`src/rtl/udp_oe_pkg.sv`:
```
// Shared types and IPv4 header constants for the UDP offload engine
// configuration path.
package udp_oe_pkg;

  typedef enum logic [2:0] {
    S_IDLE    = 3'd0,
    S_ASSERT  = 3'd1,
    S_DRAIN   = 3'd2,
    S_LOAD    = 3'd3,
    S_CSUM    = 3'd4,
    S_RELEASE = 3'd5
  } t_cfg_seq_state;

  typedef struct packed {
    logic [47:0] fpga_mac_adr;
    logic [31:0] fpga_ip_adr;
    logic [15:0] fpga_udp_port;
    logic [31:0] fpga_netmask;
    logic [47:0] host_mac_adr;
    logic [31:0] host_ip_adr;
    logic [15:0] host_udp_port;
    logic [15:0] payload_per_packet;
  } t_udp_oe_cfg;

  // Fixed IPv4 header words: version/IHL/TOS, identification, flags (DF)
  localparam logic [15:0] IP_VER_IHL_TOS = 16'h4500;
  localparam logic [15:0] IP_ID          = 16'h0000;
  localparam logic [15:0] IP_FLAGS_DF    = 16'h4000;

endpackage

```
`src/rtl/udp_oe_csum16_acc.sv`:
```
// 16-bit one's-complement accumulator with end-around carry.
// sum shows the accumulator including the word presented this cycle,
// so a caller can capture the final result on the last word.
module udp_oe_csum16_acc (
  input  logic        clk,
  input  logic        reset,
  input  logic        clear,
  input  logic        valid,
  input  logic [15:0] word,
  output logic [15:0] sum
);

  logic [15:0] acc;
  logic [16:0] raw;

  // 17-bit add, carry folded back in (cannot carry a second time)
  always_comb begin
    raw = {1'b0, acc} + {1'b0, (valid ? word : 16'h0000)};
    sum = raw[15:0] + {15'b0, raw[16]};
  end

  // Accumulator register
  always_ff @(posedge clk) begin
    if (reset || clear) begin
      acc <= 16'h0000;
    end else if (valid) begin
      acc <= sum;
    end
  end

endmodule

```
`src/rtl/udp_oe_cfg_sequencer.sv`:
```
// Configuration sequencer: holds the TX/RX paths in reset, waits for them
// to drain, loads the shadow configuration atomically, precomputes the
// partial IPv4 header checksum and then releases the paths.
module udp_oe_cfg_sequencer
  import udp_oe_pkg::*;
#(
  parameter int          RST_HOLD_CYCLES = 16,
  parameter int          DRAIN_TIMEOUT   = 1024,
  parameter logic [7:0]  IP_TTL          = 8'h40,
  parameter logic [7:0]  IP_PROTO        = 8'h11
) (
  input  logic        clk,
  input  logic        reset,
  input  logic        cfg_wr_valid,
  output logic        cfg_ready,
  input  logic        sw_rst_req,
  input  logic [47:0] stg_fpga_mac_adr,
  input  logic [31:0] stg_fpga_ip_adr,
  input  logic [15:0] stg_fpga_udp_port,
  input  logic [31:0] stg_fpga_netmask,
  input  logic [47:0] stg_host_mac_adr,
  input  logic [31:0] stg_host_ip_adr,
  input  logic [15:0] stg_host_udp_port,
  input  logic [15:0] stg_payload_per_packet,
  input  logic [15:0] tx_sm_state,
  input  logic [15:0] rx_sm_state,
  output logic [47:0] fpga_mac_adr,
  output logic [31:0] fpga_ip_adr,
  output logic [15:0] fpga_udp_port,
  output logic [31:0] fpga_netmask,
  output logic [47:0] host_mac_adr,
  output logic [31:0] host_ip_adr,
  output logic [15:0] host_udp_port,
  output logic [15:0] payload_per_packet,
  output logic [15:0] checksum_ip,
  output logic        tx_rst,
  output logic        rx_rst,
  output logic        cfg_done,
  output logic        drain_timeout,
  output logic [2:0]  seq_state
);

  localparam int CNT_W = $clog2(DRAIN_TIMEOUT + RST_HOLD_CYCLES + 1);

  t_cfg_seq_state state, state_next;
  t_udp_oe_cfg    stg, shadow, live;
  logic [CNT_W-1:0] cnt, cnt_inc;
  logic [2:0]  csum_idx;
  logic [15:0] csum_word, csum_sum;
  logic        rst_hold;
  logic        accept, cnt_clear, cnt_en, set_timeout, load_en;
  logic        acc_clear, csum_valid, csum_last, hold_met, timeout_hit, paths_idle;

  assign stg = {stg_fpga_mac_adr, stg_fpga_ip_adr, stg_fpga_udp_port, stg_fpga_netmask,
                stg_host_mac_adr, stg_host_ip_adr, stg_host_udp_port, stg_payload_per_packet};

  assign cnt_inc     = cnt + 1'b1;
  assign hold_met    = (cnt_inc >= CNT_W'(RST_HOLD_CYCLES));
  assign timeout_hit = (cnt_inc >= CNT_W'(DRAIN_TIMEOUT));
  assign paths_idle  = (tx_sm_state == 16'h0000) && (rx_sm_state == 16'h0000);

  // State register
  always_ff @(posedge clk) begin
    if (reset) begin
      state <= S_IDLE;
    end else begin
      state <= state_next;
    end
  end

  // Next-state decode and per-state control strobes
  always_comb begin
    state_next  = state;
    cfg_ready   = 1'b0;
    accept      = 1'b0;
    cnt_clear   = 1'b0;
    cnt_en      = 1'b0;
    set_timeout = 1'b0;
    load_en     = 1'b0;
    acc_clear   = 1'b0;
    csum_valid  = 1'b0;
    csum_last   = 1'b0;
    cfg_done    = 1'b0;
    case (state)
      S_IDLE: begin
        cfg_ready = 1'b1;
        if (cfg_wr_valid || sw_rst_req) begin
          accept     = 1'b1;
          state_next = S_ASSERT;
        end
      end
      S_ASSERT: begin
        cnt_clear  = 1'b1;
        state_next = S_DRAIN;
      end
      S_DRAIN: begin
        cnt_en = 1'b1;
        if (hold_met && paths_idle) begin
          state_next = S_LOAD;
        end else if (timeout_hit) begin
          set_timeout = 1'b1;
          state_next  = S_LOAD;
        end
      end
      S_LOAD: begin
        load_en    = 1'b1;
        acc_clear  = 1'b1;
        state_next = S_CSUM;
      end
      S_CSUM: begin
        csum_valid = 1'b1;
        if (csum_idx == 3'd7) begin
          csum_last  = 1'b1;
          state_next = S_RELEASE;
        end
      end
      S_RELEASE: begin
        cfg_done   = 1'b1;
        state_next = S_IDLE;
      end
      default: state_next = S_IDLE;
    endcase
  end

  // Header word presented to the accumulator on each checksum cycle
  always_comb begin
    csum_word = 16'h0000;
    case (csum_idx)
      3'd0: csum_word = IP_VER_IHL_TOS;
      3'd1: csum_word = IP_ID;
      3'd2: csum_word = IP_FLAGS_DF;
      3'd3: csum_word = {IP_TTL, IP_PROTO};
      3'd4: csum_word = live.fpga_ip_adr[31:16];
      3'd5: csum_word = live.fpga_ip_adr[15:0];
      3'd6: csum_word = live.host_ip_adr[31:16];
      3'd7: csum_word = live.host_ip_adr[15:0];
      default: csum_word = 16'h0000;
    endcase
  end

  udp_oe_csum16_acc u_csum (
    .clk   (clk),
    .reset (reset),
    .clear (acc_clear),
    .valid (csum_valid),
    .word  (csum_word),
    .sum   (csum_sum)
  );

  // Shadow capture on accept, atomic load of live config, checksum result
  always_ff @(posedge clk) begin
    if (reset) begin
      shadow      <= '0;
      live        <= '0;
      checksum_ip <= 16'h0000;
    end else begin
      if (accept && cfg_wr_valid) shadow <= stg;
      if (load_en) live <= shadow;
      if (csum_last) checksum_ip <= csum_sum;
    end
  end

  // Drain counter, checksum word index, path reset and timeout flag
  always_ff @(posedge clk) begin
    if (reset) begin
      cnt           <= '0;
      csum_idx      <= 3'd0;
      rst_hold      <= 1'b1;
      drain_timeout <= 1'b0;
    end else begin
      if (cnt_clear) cnt <= '0;
      else if (cnt_en) cnt <= cnt_inc;
      if (load_en) csum_idx <= 3'd0;
      else if (csum_valid) csum_idx <= csum_idx + 3'd1;
      if (accept) begin
        rst_hold      <= 1'b1;
        drain_timeout <= 1'b0;
      end
      if (set_timeout) drain_timeout <= 1'b1;
      if (csum_last) rst_hold <= 1'b0;
    end
  end

  assign tx_rst    = rst_hold;
  assign rx_rst    = rst_hold;
  assign seq_state = state;

  assign fpga_mac_adr       = live.fpga_mac_adr;
  assign fpga_ip_adr        = live.fpga_ip_adr;
  assign fpga_udp_port      = live.fpga_udp_port;
  assign fpga_netmask       = live.fpga_netmask;
  assign host_mac_adr       = live.host_mac_adr;
  assign host_ip_adr        = live.host_ip_adr;
  assign host_udp_port      = live.host_udp_port;
  assign payload_per_packet = live.payload_per_packet;

endmodule

```
`config.mk`:
```
export PLATFORM = sky130hd
export DESIGN_NAME = udp_oe_cfg_sequencer
export DESIGN_NICKNAME = d
export VERILOG_FILES = /design/src/rtl/udp_oe_pkg.sv /design/src/rtl/udp_oe_csum16_acc.sv /design/src/rtl/udp_oe_cfg_sequencer.sv
export SDC_FILE = /design/constraint.sdc
export NUM_CORES = 1
export LEC_CHECK = 0
export ABC_CLOCK_PERIOD_IN_PS = 9850
export BUFFER_PORTS_ARGS = -buffer_cell sky130_fd_sc_hd__clkbuf_2
export CAP_MARGIN = 10
export CORE_MARGIN = 1
export CORE_UTILIZATION = 40
export DETAILED_ROUTE_END_ITERATION = 16
export PLACE_DENSITY = 0.63
export SYNTH_ARGS = -nofsm -noshare
export SYNTH_HDL_FRONTEND = slang
export SYNTH_HIERARCHICAL = 1
export SYNTH_SLANG_ARGS = --single-unit
```
`constraint.sdc`:
```
create_clock -name clk -period 9.85 [get_ports clk]
set_input_delay 0.4925 -clock clk [delete_from_list [all_inputs] [get_ports clk]]
set_output_delay 0.4925 -clock clk [all_outputs]
set_load 0.01 [all_outputs]
```
==> results.py, run 1 <==
metrics = {
    "synthesis": {
        "synth_common_cells": "nand2_1 (1,029), dfxtp_1 (531), a21oi_1 (519)",
        "ys_warn_count": 6,
        "syn_inst": 2588,
        "synth_top_area_frac": 0.522,
        "yosys_most_used_dff": "dfxtp_1",
        "syn-mean-instance-area_um2": 7.87,
        "synth.distinct_cells": 74,
        "async_flop_share": 0,
        "synth_edf_count": 0,
        "synth_top_cell_by_area": "dfxtp_1",
        "synth_fp_nets": 2890,
        "synth.most_common_cell": "nand2_1",
        "synthesis.area_mm2": 0.0204,
        "yosysSeqAreaShare": 0.522,
        "synth_area_leaders": "dfxtp_1 (52%), nand2_1 (19%), a21oi_1 (13%)",
        "ys_ff_latch": 531,
    },
    "sta": {
        "final_hold_viol_count": 0,
        "fin_hold_ws_ps": 108,
        "totalNegativeSetupSlack_ps": 0,
        "setup_violations": 0,
        "drv_slew": 0,
        "period_share": 0.527,
        "fmax_mhz": 192,
        "slew_headroom": 0.239,
        "rsz0062_at_grt": "no",
        "worst_clock_skew_ps": 17.7,
        "min_period_ps": 5190,
        "tightest_slew_ps": 1140,
    },
    "critical_path": {
        "r2r-end": "checksum_ip[14]",
        "arrival_ps": 5640,
        "crit_path_end": "checksum_ip[14]",
        "criticalPathCategory": "reg -> reg",
        "ff2ff_setup_slack_ps": 4660,
        "reg2reg_from": "csum_idx[0]",
        "worstSetupStartpointType": "flip-flop",
        "startpoint": "csum_idx[0]",
        "required_ps": 10300,
        "worstRegToRegCells": 24,
        "end_kind": "flip-flop",
        "crit_path_max_fanout": 20,
    },
    "place": {
        "dp.cells": 3625,
        "port_buffers": 539,
        "globalplace.congestion": 0.889,
        "place_hpwl_mm": 44.3,
    },
    "die": {
        "die-area_mm2": 0.0518,
        "die_w_um": 228,
        "row_count": 82,
        "die_h_um": 228,
        "ioPinCount": 540,
        "fp.coreArea_mm2": 0.0502,
        "initial_core_util": 0.406,
    },
    "pwr": {
        "total_power_mw": 5.24,
        "ir_worst_vdd_mv": 0.138,
        "powerDensity_mw_per_mm2": 208,
        "p_int_mw": 3.81,
        "netSwitchingPower_mw": 1.43,
        "seqPwrFrac": 0.458,
        "pwr-share-comb": 0.127,
        "p_leak_nw": 10.2,
        "p_sw_frac": 0.273,
        "p_clk_frac": 0.415,
    },
    "routing": {
        "drt_iter0_drc": 1191,
        "firstDrtPassIters": 7,
        "wirelength_mm": 64.2,
        "ant_nets": 0,
        "vias_per_cell": 5.04,
        "vias": 18800,
        "wl_per_cell_um": 17.2,
        "drcViolationCount": 0,
    },
    "run": {
        "drv_cap": 0,
    },
    "layout": {
        "fill_cells": 4971,
        "finalNetCount": 3313,
        "drive_gt1_frac": 0.223,
        "post-route-util": 0.501,
        "seqCellArea_mm2": 0.0106,
        "multi_input_area_mm2": 0.00887,
        "stdcell_count": 3733,
        "synthToLayoutAreaGrowth_pct": 23.5,
    },
    "clock_tree": {
        "clock_latency_ps": 610,
        "clockRootBuffer": "clkbuf_16",
        "cts-resized-gates": 0,
        "postCtsHoldBufs": 0,
        "cts_setup_buffers": 0,
        "clockBufferDepth": 3,
        "cts.sinks": 531,
        "clkTransAtPathRegs_ps": 60,
        "cts_inserted_buffers": 56,
        "tritoncts": "yes",
        "cts_max_level": 2,
    },
    "global_routing": {
        "gr-total-overflow": 0,
        "grt_max_degree": 155,
        "grt_pass1_wl_mm": 96.1,
        "antenna_found_initial": 4,
        "grtUsageTotal": 0.237,
        "grt_pass1_vias": 17300,
    },
    "hold_path": {
        "hold_path.class": "in -> reg",
    },
    "run_status": {
        "outcome": "complete, no violations",
    },
}
## how the worst min path moves through the flow
| stage | depth (start not counted) | slack [ps] | to | start |
|---|---|---|---|---|
| 6_report | 3 | 110 | shadow[5] | stg_payload_per_packet[5] |
| 2_1_floorplan | 2 | 430 | fpga_mac_adr[0] | shadow[192] |
| 4_1_cts | 3 | 70 | shadow[111] | stg_host_mac_adr[47] |
| 5_1_grt | 3 | 80 | shadow[124] | stg_fpga_netmask[12] |
| 3_5_place_dp | 2 | 440 | fpga_mac_adr[39] | shadow[231] |
| 3_3_place_gp | 2 | 440 | payload_per_packet[2] | shadow[2] |
## per-stage QoR
stage / area, um2 / setup WS [ps]
floorplan: 20400 / 5320
global placement: 23200 / 4920
finish: 25100 / 4660
detailed placement: 23200 / 4770
global route: 25100 / 4160
CTS: 25100 / 4750
## power groups by stage
stage                     registers, mW  clock network, mW  logic (mW)
after floorplan                    2.42                  0       0.478
after CTS                          2.40               2.22       0.675
final                              2.40               2.17       0.664
after detailed placement           2.45                  0       0.673
after global placement             2.44                  0       0.662
after global routing               2.42               2.31       0.751
## state kept, by name, summed over array words and instances (netlist names)
name,count
fpga_netmask,32
checksum_ip,16
payload_per_packet,16
fpga_ip_adr,32
shadow,240
u_csum/acc,16
drain_timeout,1
fpga_udp_port,16
csum_idx,3
fpga_mac_adr,48
host_udp_port,16
seq_state,3
cnt,11
host_mac_adr,48
rx_rst,1
host_ip_adr,32
## placed cells by master, fill, tap and decap left out, types with 10 or more instances in the layout
cell          n
nand2_1    1028
clkbuf_2    538
dfxtp_1     531
a21oi_1     519
clkbuf_16    56
nor2_1       46
a22oi_1      28
ha_1         25
and2_1       20
xnor2_1      17
nand3_1      16
mux2i_1      14
clkbuf_8     14
buf_4        14
xor2_1       12
clkinv_2     12
inv_1        10
## layer usage
metal | share of wire | vias to the layer above | track usage
met5 | 0 | - | 0
met4 | 0.030 | 0 | 0.0760
met3 | 0.083 | 116 | 0.0714
met2 | 0.47 | 555 | 0.396
met1 | 0.41 | 8786 | 0.291
li1 | - | 9347 | -
## final cells by class
cell class,count,area share
clock buffers,79,0.0648
diodes,5,0.000498
inverters,11,0.00194
multi-input cells,1858,0.353
well taps,672,0.0334
flip-flops and latches,531,0.423
clock inverters,24,0.0118
repair buffers,553,0.112
## cell families (layout without fill, tap and decap cells)
group / after synthesis / after routing / share of synthesized area
AOI/OAI and AO/OA: 602 / 602 / 0.161
xor gates and xnor gates: 29 / 29 / 0.0125
adders and majority gates: 26 / 26 / 0.0163
buffers and inverters: 199 / 667 / 0.0426
DFF: 531 / 531 / 0.522
muxes: 14 / 14 / 0.00688
other: 0 / 5 / 0
and+or+nand+nor: 1187 / 1187 / 0.238
## critical path, stage by stage, from the launching register on
cell      delay (ps)
dfxtp_1          390
ha_1             220
ha_1             630
a221oi_1         220
nand2_1          100
and2_1           130
ha_1             240
fa_1             260
a21oi_1           80
nand4b_1         310
a21o_1           300
a21oi_1          170
o21ai_0          180
nand2b_1         110
a21o_1           130
ha_1             170
ha_1             170
and2_1           200
nand2b_1         110
nor4_2           330
nand4_1          170
xnor2_1          240
inv_1             60
nand2_1           70
a21oi_1           80
Power figures use the tool's default switching activity.
==> run 2, diff against run 1 <==
--- a/config.mk
+++ b/config.mk
@@ -5,7 +5,7 @@
 export SDC_FILE = /design/constraint.sdc
 export NUM_CORES = 1
 export LEC_CHECK = 0
-export ABC_CLOCK_PERIOD_IN_PS = 9850
+export ABC_CLOCK_PERIOD_IN_PS = 5200
 export BUFFER_PORTS_ARGS = -buffer_cell sky130_fd_sc_hd__clkbuf_2
 export CAP_MARGIN = 10
 export CORE_MARGIN = 1
==> constraint.sdc (replaced) <==
create_clock -name clk -period 5.2 [get_ports clk]
set_input_delay 0.26 -clock clk [delete_from_list [all_inputs] [get_ports clk]]
set_output_delay 0.26 -clock clk [all_outputs]
set_load 0.01 [all_outputs]
==> run 2 against run 1 <==
Clock power grew 85%. Sequential share of layout area shrank 3.7 points. Final cell count is 6.4% higher. Cell area up 9.6%. Die area stayed put. Global-route usage grew 1.3 points. Clock-buffer cell count up 3. Total power is 91% higher. Setup slack worse by 4300 ps. First-iteration DRC count is 9.7% higher. Largest cell class unchanged. Largest power group unchanged. Highest routed layer is now met5.
==> results.py, run 2 (synthesized netlist as in run 1, its figures left out) <==
metrics = {
    "layout": {
        "fill_cells": 4634,
        "largest_register_ffs": 240,
        "synthToLayoutAreaGrowth_pct": 35.4,
        "regMostFlops": "shadow",
        "final_common_cell": "nand2_1",
        "post-route-util": 0.549,
        "drive_gt1_frac": 0.206,
        "most-common-layout-cells": "nand2_1 (1,028), clkbuf_2 (538), dfxtp_1 (531)",
        "finalNetCount": 3556,
    },
    "clock_tree": {
        "cts_max_level": 2,
        "clockBufferDepth": 3,
        "clkTransAtPathRegs_ps": 60,
        "tritoncts": "yes",
        "cts_inserted_buffers": 57,
        "cts.sinks": 531,
        "clockRootBuffer": "clkbuf_16",
        "clock_latency_ps": 620,
    },
    "critical_path": {
        "worstSetupStartpointType": "flip-flop",
        "end_kind": "flip-flop",
        "worstRegToRegCells": 25,
        "r2r-end": "checksum_ip[12]",
        "required_ps": 5650,
        "arrival_ps": 5290,
        "ff2ff_setup_slack_ps": 360,
        "crit_path_max_fanout": 15,
        "criticalPathCategory": "reg -> reg",
        "reg2reg_from": "csum_idx[0]",
    },
    "hold_path": {
        "min_from": "cfg_wr_valid",
        "holdPathEnd": "rx_rst",
        "hold_path.class": "in -> reg",
        "whs_path_depth": 4,
    },
    "sta": {
        "final_hold_viol_count": 0,
        "period_share": 0.931,
        "fmax_mhz": 207,
        "drv_slew": 0,
        "fin_hold_ws_ps": 74.0,
        "rsz0062_at_grt": "no",
        "slew_headroom": 0.360,
        "worst_clock_skew_ps": 25.6,
        "totalNegativeSetupSlack_ps": 0,
        "setup_violations": 0,
        "min_period_ps": 4840,
        "tightest_slew_ps": 960,
    },
    "global_routing": {
        "antenna_found_initial": 5,
        "grt_pass1_vias": 19200,
        "grt_pass1_wl_mm": 102,
        "gr-total-overflow": 0,
        "grt_max_degree": 198,
        "grtUsageTotal": 0.250,
    },
    "routing": {
        "vias": 20200,
        "drcViolationCount": 0,
        "wl_per_cell_um": 17.1,
        "ant_nets": 0,
        "drt_iter0_drc": 1306,
        "vias_per_cell": 5.07,
        "firstDrtPassIters": 6,
        "wirelength_mm": 67.8,
    },
    "pwr": {
        "p_leak_nw": 11.2,
        "p_sw_frac": 0.279,
        "pwr-share-comb": 0.145,
        "seqPwrFrac": 0.455,
        "p_clk_frac": 0.401,
        "ir_worst_vdd_mv": 0.245,
        "total_power_mw": 10.0,
        "p_int_mw": 7.22,
        "powerDensity_mw_per_mm2": 363,
        "netSwitchingPower_mw": 2.79,
    },
    "die": {
        "die_w_um": 228,
        "die_h_um": 228,
        "die-area_mm2": 0.0518,
        "row_count": 82,
        "ioPinCount": 540,
        "initial_core_util": 0.406,
        "fp.coreArea_mm2": 0.0502,
    },
    "place": {
        "globalplace.congestion": 0.907,
        "port_buffers": 539,
        "place_hpwl_mm": 44.4,
    },
    "run": {
        "drv_cap": 0,
    },
    "run_status": {
        "outcome": "complete, no violations",
    },
}
==> run 2: cell count changes in the layout (fill, tap and decap cells not counted), moves of 2 or more <==
cell	change
clkbuf_8	-2
and2_1	-2
buf_4	-4
dlygate4sd3_1	+241
clkbuf_1	+4
clkinv_8	+2
buf_12	+5
bufinv_16	-3
and2_2	+2
clkinv_2	-3
==> run 2: worst max-delay path, cell delays in order (launching register included) <==
cell and delay [ps]:
dfxtp_1 400, inv_1 80, ha_1 240, and2_2 310
a22oi_1 170, nand2_1 80, and2_1 170, ha_1 240
fa_1 450, a21oi_1 160, nand4b_1 240, a21o_1 230
a21oi_1 100, o21ai_1 230, nand2b_1 90, a21o_1 190
ha_1 210, ha_1 190, and2_1 170, nand2b_1 130
nor4_2 80, nand3b_1 130, xor2_1 190, inv_1 60
nand2_1 60, a21oi_1 80
==> run 2: worst max-delay path by stage <==
stage,start,cells after the start,endpoint,slack (ps)
floorplan,seq_state[2],20,u_csum/acc[15],670
global placement,csum_idx[0],25,checksum_ip[12],440
detailed placement,csum_idx[0],25,checksum_ip[12],310
CTS,csum_idx[0],25,checksum_ip[14],240
global route,csum_idx[0],25,checksum_ip[14],7
finish,csum_idx[0],25,checksum_ip[12],360
==> run 2: metrics by stage <==
stage	cell area (um2)	setup WS [ps]	std cells
after floorplan	20400	671	2588
after global placement	23300	439	3626
after detailed placement	23300	305	3626
after CTS	27500	237	3969
after global routing	27600	6.53	3971
final	27600	360	3973
==> run 2: timing repair <==
action / in CTS / in global routing
setup buffers: 0 / 0
gates resized for setup: 0 / 3
hold buffers: 241 / 0
endpoints found under the hold margin: 241 / 0
setup endpoints to repair: 0 / 8
==> run 2: power groups by stage <==
stage               logic, mW  registers [mW]  clock network [mW]
floorplan               0.905            4.59                   0
global placement         1.28            4.62                   0
global route             1.61            4.58                4.27
finish                   1.45            4.55                4.01
detailed placement       1.30            4.63                   0
CTS                      1.45            4.54                4.09
==> run 2: area by class of cell <==
cell class	count	area [um2]	area share
Clock inverter	20	224	0.00813
Inverter	11	48.8	0.00177
Sequential cell	531	10600	0.386
Clock buffer	82	1640	0.0595
Timing Repair Buffer	795	5300	0.192
Multi-Input combinational cell	1858	8870	0.322
Tap cell	672	841	0.0305
Antenna cell	4	10.0	0.000363
==> run 2: routing by layer <==
metal,GRT usage,up-vias,wire (um),share of wire
met5,0,-,34,0.00050
met4,0.105,6,2770,0.041
met3,0.0707,174,5370,0.079
met2,0.414,700,31900,0.47
met1,0.303,9452,27700,0.41
li1,-,9829,-,-
